`src/rtl/smax_reduce_if.sv`:
```
// fixedp: fixed-point parameter carrier and common ports for the fixed-point
// library blocks.
//   WIDTH  data width of the fixed-point elements
//   clk    single clock, rising-edge active
//   reset  synchronous, active-high reset
// The master modport drives clock and reset (the environment); library blocks
// attach through the slave modport.
interface fixedp #(
    parameter int WIDTH = 16
);
    logic clk;
    logic reset;

    modport master (output clk, output reset);
    modport slave  (input  clk, input  reset);
endinterface

```
`src/rtl/smax_reduce.sv`:
```
// smax_reduce: streaming signed-maximum reduction with argmax.
// Elements arrive one per accepted beat (in_valid && in_ready). A running
// maximum, the index of its first occurrence and the element count are kept.
// When the element flagged in_last is accepted, the updated values are loaded
// into the output registers and held until out_valid && out_ready.
// Ports:
//   g          fixedp.slave: g.clk clock, g.reset sync active-high reset
//   in_valid   element present on in_data
//   in_ready   block can take an element this cycle (combinational)
//   in_data    signed element value, DATA_W bits (must equal g.WIDTH)
//   in_last    element closes the vector
//   out_valid  result present
//   out_ready  downstream takes the result
//   out_max    maximum element of the vector
//   out_index  zero-based position of the first occurrence of the maximum
//   out_count  element count, saturating at 2^INDEX_WIDTH-1
//   out_sat    count saturated; out_index may be wrong
module smax_reduce #(
    parameter int DATA_W      = 16,
    parameter int INDEX_WIDTH = 16
) (
    fixedp.slave                       g,
    input  logic                       in_valid,
    output logic                       in_ready,
    input  logic signed [DATA_W-1:0]   in_data,
    input  logic                       in_last,
    output logic                       out_valid,
    input  logic                       out_ready,
    output logic signed [DATA_W-1:0]   out_max,
    output logic [INDEX_WIDTH-1:0]     out_index,
    output logic [INDEX_WIDTH-1:0]     out_count,
    output logic                       out_sat
);

    // Saturating increment: MSB of the result flags an increment attempted
    // while already at the all-ones ceiling; the count then stays put.
    function automatic logic [INDEX_WIDTH:0] sat_inc(input logic [INDEX_WIDTH-1:0] c);
        if (&c)
            return {1'b1, c};
        else
            return {1'b0, c + INDEX_WIDTH'(1)};
    endfunction

    logic signed [DATA_W-1:0]   run_max;
    logic [INDEX_WIDTH-1:0]     run_idx;
    logic [INDEX_WIDTH-1:0]     cnt;
    logic                       sat;
    logic                       first;

    logic signed [DATA_W-1:0]   nxt_max;
    logic [INDEX_WIDTH-1:0]     nxt_idx;
    logic [INDEX_WIDTH-1:0]     nxt_cnt;
    logic                       nxt_sat;
    logic [INDEX_WIDTH:0]       inc;
    logic                       accept;
    logic                       handoff;

    // A held result blocks intake; releasing it (out_ready) reopens intake in
    // the same cycle so vectors can run back to back.
    assign in_ready = !g.reset && (!out_valid || out_ready);
    assign accept   = in_valid && in_ready;
    assign handoff  = out_valid && out_ready;

    // Running state after folding in the current element. Strict compare keeps
    // the earlier index on ties; cnt is the position of the current element.
    always_comb begin
        nxt_max = run_max;
        nxt_idx = run_idx;
        nxt_cnt = cnt;
        nxt_sat = sat;
        inc     = '0;
        if (first) begin
            nxt_max = in_data;
            nxt_idx = '0;
            nxt_cnt = INDEX_WIDTH'(1);
            nxt_sat = 1'b0;
        end else begin
            inc = sat_inc(cnt);
            if (in_data > run_max) begin
                nxt_max = in_data;
                nxt_idx = cnt;
            end
            nxt_cnt = inc[INDEX_WIDTH-1:0];
            nxt_sat = sat | inc[INDEX_WIDTH];
        end
    end

    // Accumulator and result registers.
    always_ff @(posedge g.clk) begin
        if (g.reset) begin
            run_max   <= '0;
            run_idx   <= '0;
            cnt       <= '0;
            sat       <= 1'b0;
            first     <= 1'b1;
            out_valid <= 1'b0;
            out_max   <= '0;
            out_index <= '0;
            out_count <= '0;
            out_sat   <= 1'b0;
        end else begin
            if (handoff)
                out_valid <= 1'b0;
            if (accept) begin
                run_max <= nxt_max;
                run_idx <= nxt_idx;
                cnt     <= nxt_cnt;
                sat     <= nxt_sat;
                first   <= in_last;
                // A last element accepted during a handoff reloads the
                // outputs and keeps out_valid high.
                if (in_last) begin
                    out_valid <= 1'b1;
                    out_max   <= nxt_max;
                    out_index <= nxt_idx;
                    out_count <= nxt_cnt;
                    out_sat   <= nxt_sat;
                end
            end
        end
    end

endmodule

```
`src/flat_wrapper.sv`:
```
// flat-port wrapper written by rule: the top's interface ports become plain ports
module smax_reduce_flat 
#(
    parameter int DATA_W      = 16,
    parameter int INDEX_WIDTH = 16
)
  (in_valid, in_ready, in_data, in_last, out_valid, out_ready, out_max, out_index, out_count, out_sat, g_clk, g_reset);
  fixedp #(.WIDTH(16)) g_i ();
  input  logic in_valid;
  output logic in_ready;
  input  logic signed [DATA_W-1:0] in_data;
  input  logic in_last;
  output logic out_valid;
  input  logic out_ready;
  output logic signed [DATA_W-1:0] out_max;
  output logic [INDEX_WIDTH-1:0] out_index;
  output logic [INDEX_WIDTH-1:0] out_count;
  output logic out_sat;
  input wire logic [$bits(g_i.clk)-1:0] g_clk;
  input wire logic [$bits(g_i.reset)-1:0] g_reset;
  assign g_i.clk = g_clk;
  assign g_i.reset = g_reset;
  smax_reduce #(.DATA_W(DATA_W), .INDEX_WIDTH(INDEX_WIDTH)) u_core (.g(g_i), .in_valid(in_valid), .in_ready(in_ready), .in_data(in_data), .in_last(in_last), .out_valid(out_valid), .out_ready(out_ready), .out_max(out_max), .out_index(out_index), .out_count(out_count), .out_sat(out_sat));
endmodule
```
`config.mk`:
```
export PLATFORM = sky130hd
export DESIGN_NAME = smax_reduce_flat
export DESIGN_NICKNAME = d
export VERILOG_FILES = /design/src/rtl/smax_reduce_if.sv /design/src/rtl/smax_reduce.sv /design/src/flat_wrapper.sv
export SDC_FILE = /design/constraint.sdc
export NUM_CORES = 1
export LEC_CHECK = 0
export CAP_MARGIN = 20
export CORE_MARGIN = 10
export CORE_UTILIZATION = 55
export DETAILED_ROUTE_END_ITERATION = 8
export PLACE_DENSITY = 0.81
export SETUP_SLACK_MARGIN = 0.15
export SLEW_MARGIN = 10
export SYNTH_ARGS = -nofsm -noshare
export SYNTH_HDL_FRONTEND = slang
export SYNTH_SLANG_ARGS = --single-unit
```
`constraint.sdc`:
```
create_clock -name g_clk -period 7.3 [get_ports g_clk]
set_input_delay 1.095 -clock g_clk [delete_from_list [all_inputs] [get_ports g_clk]]
set_output_delay 1.095 -clock g_clk [all_outputs]
set_load 0.05 [all_outputs]
```
# After elaboration in Yosys (flattened, before gate mapping)
# Cells that the tools add are included.
# W data, S select, Z words.
[op_classes]
magnitude_cmp = 1
n_addsub = 1
reduce_logical = 8
mux = 11
bitwise = 1
[ops]
columns = ["op", "n"]
rows = [
  ["$mux W16", 5],
  ["$mux W17", 2],
  ["$add A16 B1 Y16 const B", 1],
  ["$gt A16 B16 Y1", 1],
  ["$reduce_and A16 Y1", 1],
  ["$mux W1", 4],
  ["$logic_and A1 B1 Y1", 3],
  ["$logic_not A1 Y1", 2],
  ["$reduce_and A2 Y1", 1],
  ["$logic_or A1 B1 Y1", 1],
  ["$or A1 B1 Y1", 1],
]
[totals]
in_bits = 21
elab_cells = 32
reg_bits = 100

# Depth between registers and ports, before layout
# Gate-level depths: netlist of run 1.
[logic_depth]
word_depth = 5
mapped_depth = 10
ltp_nobuf = 8

# Worst setup path after synthesis of run 1
# OpenSTA, ideal clock, no wires.
[synth_path]
kind = "input -> register"
start = "input port in_data[5]"
end = "register u_core.run_max[10]"
required_ns = 7.183
cell_stages = 8
t_arrival_ns = 2.952
n_path_buf = 1
path_slack_ns = 4.231
path_cell_list = "ha_1 > a21oi_1 > o21ai_1 > a2111oi_4 > nand3_2 > a31o_2 > buf_2 > a22o_1"
[synth_between]
elab_chain_len = 3
[synth_rtl]
columns = ["item", "line", "text"]
rows = [
  ["start, declared", "flat_wrapper.sv:11", "input logic signed [DATA_W-1:0] in_data;"],
  ["$gt A16 B16 Y1", "smax_reduce.sv:79", "if (in_data > run_max) begin"],
  ["$mux W16", "smax_reduce.sv:79", ""],
  ["$mux W16", "smax_reduce.sv:72", "if (first) begin"],
  ["end signal, assigned", "smax_reduce.sv:105", "run_max <= nxt_max;"],
  ["end, declared", "smax_reduce.sv:44", "logic signed [DATA_W-1:0] run_max;"],
]
# Every way passes these cells.
# A chain may end at the register's enable or synchronous reset.

# Worst setup path in the final report of run 1
[layout_path]
start = "input port g_reset"
end = "output port in_ready"
[layout_between]
elab_chain_len = 2
[layout_rtl]
columns = ["item", "line", "text"]
rows = [
  ["start, declared", "flat_wrapper.sv:20", "input wire logic [$bits(g_i.reset)-1:0] g_reset;"],
  ["$logic_not A1 Y1", "smax_reduce.sv:60", "assign in_ready = !g.reset && (!out_valid || out_ready);"],
  ["$logic_and A1 B1 Y1", "smax_reduce.sv:60", ""],
  ["end, declared", "flat_wrapper.sv:10", "output logic in_ready;"],
]
# Every way passes these cells.

==> results of run 1 <==
## placed cells by master (no fill, tap or decap), drive strengths merged, types with 3 or more instances in the layout
master         instances
xnor2                  5
a22o                  33
nand4                 28
o21ai                 33
a311o                 15
o311ai                 4
and3                  19
ha                    17
inv                   24
clkbuf                12
a31o                   3
nand2                 58
a21oi                 14
and2                   3
a21o                   4
o211ai                15
o31ai                  4
nor2                  13
dfxtp                100
nor4                   3
o211a                 14
xor2                   7
clkdlybuf4s50         71
nand3                 16
a211oi                 3
a31oi                  5
## stage by stage
stage / area, sq um / util (%) / hold slack (ns) / setup WS, ns
after floorplan: 4570 / - / 0.442 / 4.23
after global placement: 5240 / 64.5 / 0.444 / 2.75
after detailed placement: 5240 / 64.5 / 0.447 / 2.56
after CTS: 5410 / 66.5 / 0.469 / 2.85
after global routing: 5430 / 66.7 / 0.491 / 2.75
final: 5430 / 66.7 / 0.463 / 2.82
## power groups by stage
stage / Combinational, uW / Clock [uW] / Sequential, uW
detailed placement: 151 / 0 / 585
finish: 154 / 317 / 573
CTS: 152 / 325 / 572
floorplan: 86.4 / 0 / 602
global placement: 148 / 0 / 584
global route: 168 / 346 / 575
## state kept, by name (all words and copies together), names as in the netlist
| signal | flops |
|---|---|
| u_core.out_index | 16 |
| u_core.out_sat | 1 |
| u_core.run_max | 16 |
| u_core.cnt | 16 |
| u_core.run_idx | 16 |
| u_core.out_valid | 1 |
| u_core.sat | 1 |
| u_core.out_max | 16 |
| u_core.first | 1 |
| u_core.out_count | 16 |
## worst max-delay path, stage by stage
cell	delay [ns]
clkdlybuf4s50_1	0.52
inv_1	0.69
and2_1	0.25
clkdlybuf4s50_1	0.82
## final cells by class
type	instances	area share, %
Clock buffer	12	2.67
Clock inverter	3	0.438
Inverter	24	1.66
Multi-Input combinational cell	334	42.4
Sequential cell	100	36.9
Tap cell	105	2.42
Timing Repair Buffer	73	13.5
## layer usage
layer	wire (um)	global-route usage, %
met2	5430	28.8
met4	165	5.66
met5	0	0
met1	5360	25.3
met3	1040	5.25
## path summary, 6_finish.rpt
check	end	startpoint	cells past startpoint
max reg2reg	u_core.run_max[4]	u_core.run_max[7]	8
min	u_core.out_count[3]	u_core.out_count[3]	2
min reg2reg	u_core.out_count[3]	u_core.out_count[3]	2
max	in_ready	g_reset	4
## logic make-up (layout without fill, tap and decap cells)
logic type,after synthesis,after routing,synth area share [%]
mux,2,2,0.438
xor+xnor,12,12,2.30
fa+ha+maj,17,17,4.65
compound gates,155,155,26.5
flops,100,100,43.8
buf+inv,65,112,5.94
simple gates,148,148,16.3
==> results.json, run 1 <==
{
  "seq_area_sq_um": 2000,
  "pwr_density_cell_nw_per_um2": 192,
  "finalSetupViolations": 0,
  "seqPwrFrac_pct": 54.9,
  "cts_root_buf": "clkbuf_8",
  "dieWidth_um": 111,
  "switchingPower_uw": 299,
  "dieArea_sq_um": 12400,
  "fill_cells": 648,
  "dpl.hpwl_mm": 8.21,
  "floorplan.initialDensity_pct": 56.2,
  "synth_top_area_share_pct": 43.8,
  "grt_pass1_vias": 3878,
  "drt_pass1_iterations": 6,
  "gp_congestion": 0.898,
  "power.internal_uw": 745,
  "synthCells": 499,
  "r2r_setup_slack_ns": 4.15,
  "wl_per_cell_um": 18.4,
  "cts_resized": 0,
  "ys_types": 51,
  "cap_violations": 0,
  "wirelength_mm": 12.0,
  "synth_warnings": 0,
  "slew_headroom_pct": 42.1,
  "switching_share_pct": 28.6,
  "synthMostInstantiatedCell": "dfxtp_1",
  "critPathArrivalTime_ns": 3.38,
  "synth.cells.most_frequent": "dfxtp_1 (100), nand2_1 (58), a22o_1 (33)",
  "multi_input_area_sq_um": 2300,
  "clock_power_share_pct": 30.4,
  "synthesis.area_sq_um": 4570,
  "power.leakage_uw": 0.00207,
  "skew_ns": 0.00881,
  "rsz0062_at_grt": "no",
  "worst_pin_slew_ns": 0.867,
  "cts_sinks": 100,
  "antenna_found_initial": 0,
  "final_cells": 651,
  "path_clk_slew_ns": 0.09,
  "layout.nets": 580,
  "worst_setup_path_end_kind": "output pin",
  "drt_iter0_markers": 321,
  "htreeDepth": 3,
  "worstSetupPathType": "in -> out",
  "min_period_ns": 4.48,
  "io_buffers": 71,
  "synth-seq-cells": 100,
  "status": "finished, final reports clean",
  "area_delta_synth_final_pct": 18.7,
  "ctsHoldBuffers": 0,
  "diodes": 0,
  "netlist_top_cells_area": "dfxtp_1 (44%), a22o_1 (6.3%), nand2_1 (4.8%)",
  "hold_violations": 0,
  "postCtsSetupBuffers": 0,
  "grt_pass1_wl_mm": 19.9,
  "p_comb_share_pct": 14.7,
  "cp_max_fo": 29,
  "grt_max_degree": 36,
  "ioPinCount": 72,
  "grt_overflow": 0,
  "period_share_pct": 61.3,
  "vdd_ir_drop_max_mv": 0.154,
  "cts_made_buffers": 9,
  "clk_latency_ns": 0.37,
  "drive_above_1_share_pct": 5.68,
  "synth.net_count": 537,
  "route.detailed.drc": 0,
  "dp_cells": 635,
  "viasPerCell": 6.20,
  "core.rowCount": 33,
  "detail-route-antenna-nets": 0,
  "fmax_mhz": 223,
  "setup-tns-final_ns": 0,
  "seq_area_frac_synth_pct": 43.8,
  "cts_tree": "built",
  "crit_path_start_kind": "primary input",
  "async_flop_share_pct": 0,
  "num_vias": 4035,
  "fp.dieH_um": 111,
  "synth_top_area_cell": "dfxtp_1",
  "gr-usage-all-layers_pct": 18.9,
  "ys.flop_type": "dfxtp_1",
  "cts_buffer_depth": 2,
  "core-area_sq_um": 8130,
  "hold_class": "reg -> reg",
  "synth.avg_cell_area_sq_um": 9.16,
  "drv_slew": 0,
  "synth-edff-count": 0,
  "fin_total_pwr_uw": 1040,
  "cp.required_ns": 6.20
}
(Power assumes the default switching activity.)
==> inputs of run 2 (changes only) <==
Settings changed: CORE_UTILIZATION 55 to 48, PLACE_DENSITY 0.81 to 0.75.
Clock period 7.3 ns to 3.7 ns, I/O delays scaled along.
==> run 2 against run 1 <==
Register-to-register slack got worse by 3.3 ns. Critical endpoint is now u_core.out_max[13]. Die area rose by 12%. Sequential share of layout area fell by 1.0 points. Final area rose by 2.8%. Setup slack got worse by 2.2 ns. Cell count rose by 5.5%.
==> results.json, run 2 (same netlist as run 1, synthesis figures left out) <==
{
  "cts_made_buffers": 9,
  "wl_per_cell_um": 17.5,
  "p_comb_share_pct": 14.6,
  "dieArea_sq_um": 13800,
  "period_share_pct": 83.2,
  "skew_ns": 0.0159,
  "worstSetupPathType": "in -> reg",
  "dpl.hpwl_mm": 8.45,
  "hold_violations": 0,
  "grt_pass1_wl_mm": 19.6,
  "path_buf_inv": 1,
  "gp_congestion": 0.857,
  "ctsHoldBuffers": 0,
  "stdcell_area_sq_um": 5580,
  "pwr_density_cell_nw_per_um2": 389,
  "htreeDepth": 3,
  "layout.nets": 591,
  "fp.dieH_um": 118,
  "crit_path_top_delay_cell": "nor2_2",
  "power.leakage_uw": 0.00215,
  "switchingPower_uw": 670,
  "viasPerCell": 5.94,
  "num_vias": 4081,
  "whs_endpoint": "u_core.out_count[4]",
  "diodes": 0,
  "core.rowCount": 35,
  "dieWidth_um": 118,
  "wirelength_mm": 12.0,
  "setup-tns-final_ns": 0,
  "cp_max_fo": 16,
  "grt_pass1_vias": 3816,
  "hold_class": "reg -> reg",
  "vdd_ir_drop_max_mv": 0.190,
  "drt_pass1_iterations": 5,
  "place_area_sq_um": 5360,
  "layout_common_cells": "dfxtp_1 (100), clkdlybuf4s50_1 (71), nand2_1 (58), a22o_1 (33), o21ai_0 (32)",
  "route.detailed.drc": 0,
  "hold_depth": 2,
  "path_clk_slew_ns": 0.11,
  "seqPwrFrac_pct": 52.1,
  "finalSetupViolations": 0,
  "postCtsSetupBuffers": 0,
  "r2r_setup_slack_ns": 0.86,
  "grt_overflow": 0,
  "cp.required_ns": 4.02,
  "cts_resized": 0,
  "status": "finished, final reports clean",
  "cts_tree": "built",
  "cts_root_buf": "clkbuf_8",
  "reg2reg_depth": 7,
  "final_common_cell": "dfxtp_1",
  "cap_violations": 0,
  "fill_cells": 805,
  "area_delta_synth_final_pct": 22.1,
  "slew_headroom_pct": 45.5,
  "critPathArrivalTime_ns": 3.40,
  "grt_max_degree": 35,
  "fin_total_pwr_uw": 2170,
  "fmax_mhz": 325,
  "max_stage_delay_ns": 0.66,
  "worst_pin_slew_ns": 0.817,
  "clock_power_share_pct": 33.3,
  "drt_iter0_markers": 279,
  "min_period_ns": 3.08,
  "antenna_found_initial": 0,
  "crit_chain": "clkdlybuf4s50_1 -> ha_1 -> nand4_2 -> a2111o_1 -> a31o_2 -> nor2_2 -> a311o_1",
  "fin_ws_ns": 0.621,
  "hold_start": "u_core.out_count[4]",
  "rsz0062_at_grt": "no",
  "floorplan.initialDensity_pct": 49.5,
  "utilization_pct": 60.4,
  "detail-route-antenna-nets": 0,
  "clk_latency_ns": 0.39,
  "gr-usage-all-layers_pct": 16.8,
  "cts_sinks": 100,
  "drv_slew": 0,
  "switching_share_pct": 30.9,
  "drive_above_1_share_pct": 7.89,
  "ioPinCount": 72,
  "cts_buffer_depth": 2,
  "r2r-end": "u_core.out_max[13]",
  "dp_slack_ns": 0.305,
  "power.internal_uw": 1500,
  "worst_setup_path_end_kind": "flip-flop",
  "io_buffers": 71,
  "critical-path-top-delay-family": "compound AO/OA/AOI/OAI gates",
  "r2r-start": "u_core.run_max[15]",
  "core-area_sq_um": 9240,
  "crit_path_start_kind": "primary input"
}
run 2: worst register-to-register path: stages, from the launching register on:
cell and delay (ns):
dfxtp_1 0.37, inv_1 0.06, ha_1 0.32, nand4_2 0.17, a2111o_1 0.51, a31o_2 0.39, nor2_2 0.66, a311o_1 0.29
run 2: worst max-delay path by stage:
| stage | start | endpoint | slack [ns] | cells after the start |
|---|---|---|---|---|
| CTS | g_reset | in_ready | 0.67 | 4 |
| global route | in_data[15] | u_core.out_max[15] | 0.48 | 8 |
| global placement | in_data[15] | u_core.out_max[15] | 0.36 | 7 |
| finish | in_data[13] | u_core.out_max[13] | 0.62 | 7 |
| detailed placement | in_data[13] | u_core.out_max[13] | 0.30 | 7 |
| floorplan | in_data[5] | u_core.run_max[10] | 1.17 | 8 |
run 2: layer usage:
layer  track usage (%)  up-vias  routed length (um)
met4              5.80        0                 164
met5                 0        -                   0
li1                  -     1966                   -
met1              22.3     1948                5520
met2              25.3      151                5390
met3              4.75       16                 972
run 2: cell type report:
type                       instances  area [sq um]  area share, %
clock buffer                       9           124           2.22
clock inverter                     7          93.8           1.68
inverter                          24          90.1           1.61
multi-input combinational        334          2300           41.2
sequential                       100          2000           35.9
tap                              129           161           2.89
timing repair buffer              84           808           14.5
run 2: power groups by stage:
| stage | sequential [uW] | clock (uW) | combinational (uW) |
|---|---|---|---|
| after floorplan | 1190 | 0 | 170 |
| after global routing | 1130 | 777 | 343 |
| final | 1130 | 723 | 316 |
| after detailed placement | 1150 | 0 | 314 |
| after CTS | 1130 | 739 | 316 |
| after global placement | 1150 | 0 | 308 |
run 2: per-stage QoR:
step           hold slack [ns]  instances
3_5_place_dp             0.443        671
4_1_cts                  0.470        687
2_1_floorplan            0.442        499
5_1_grt                  0.495        687
6_report                 0.462        687
3_3_place_gp             0.440        671
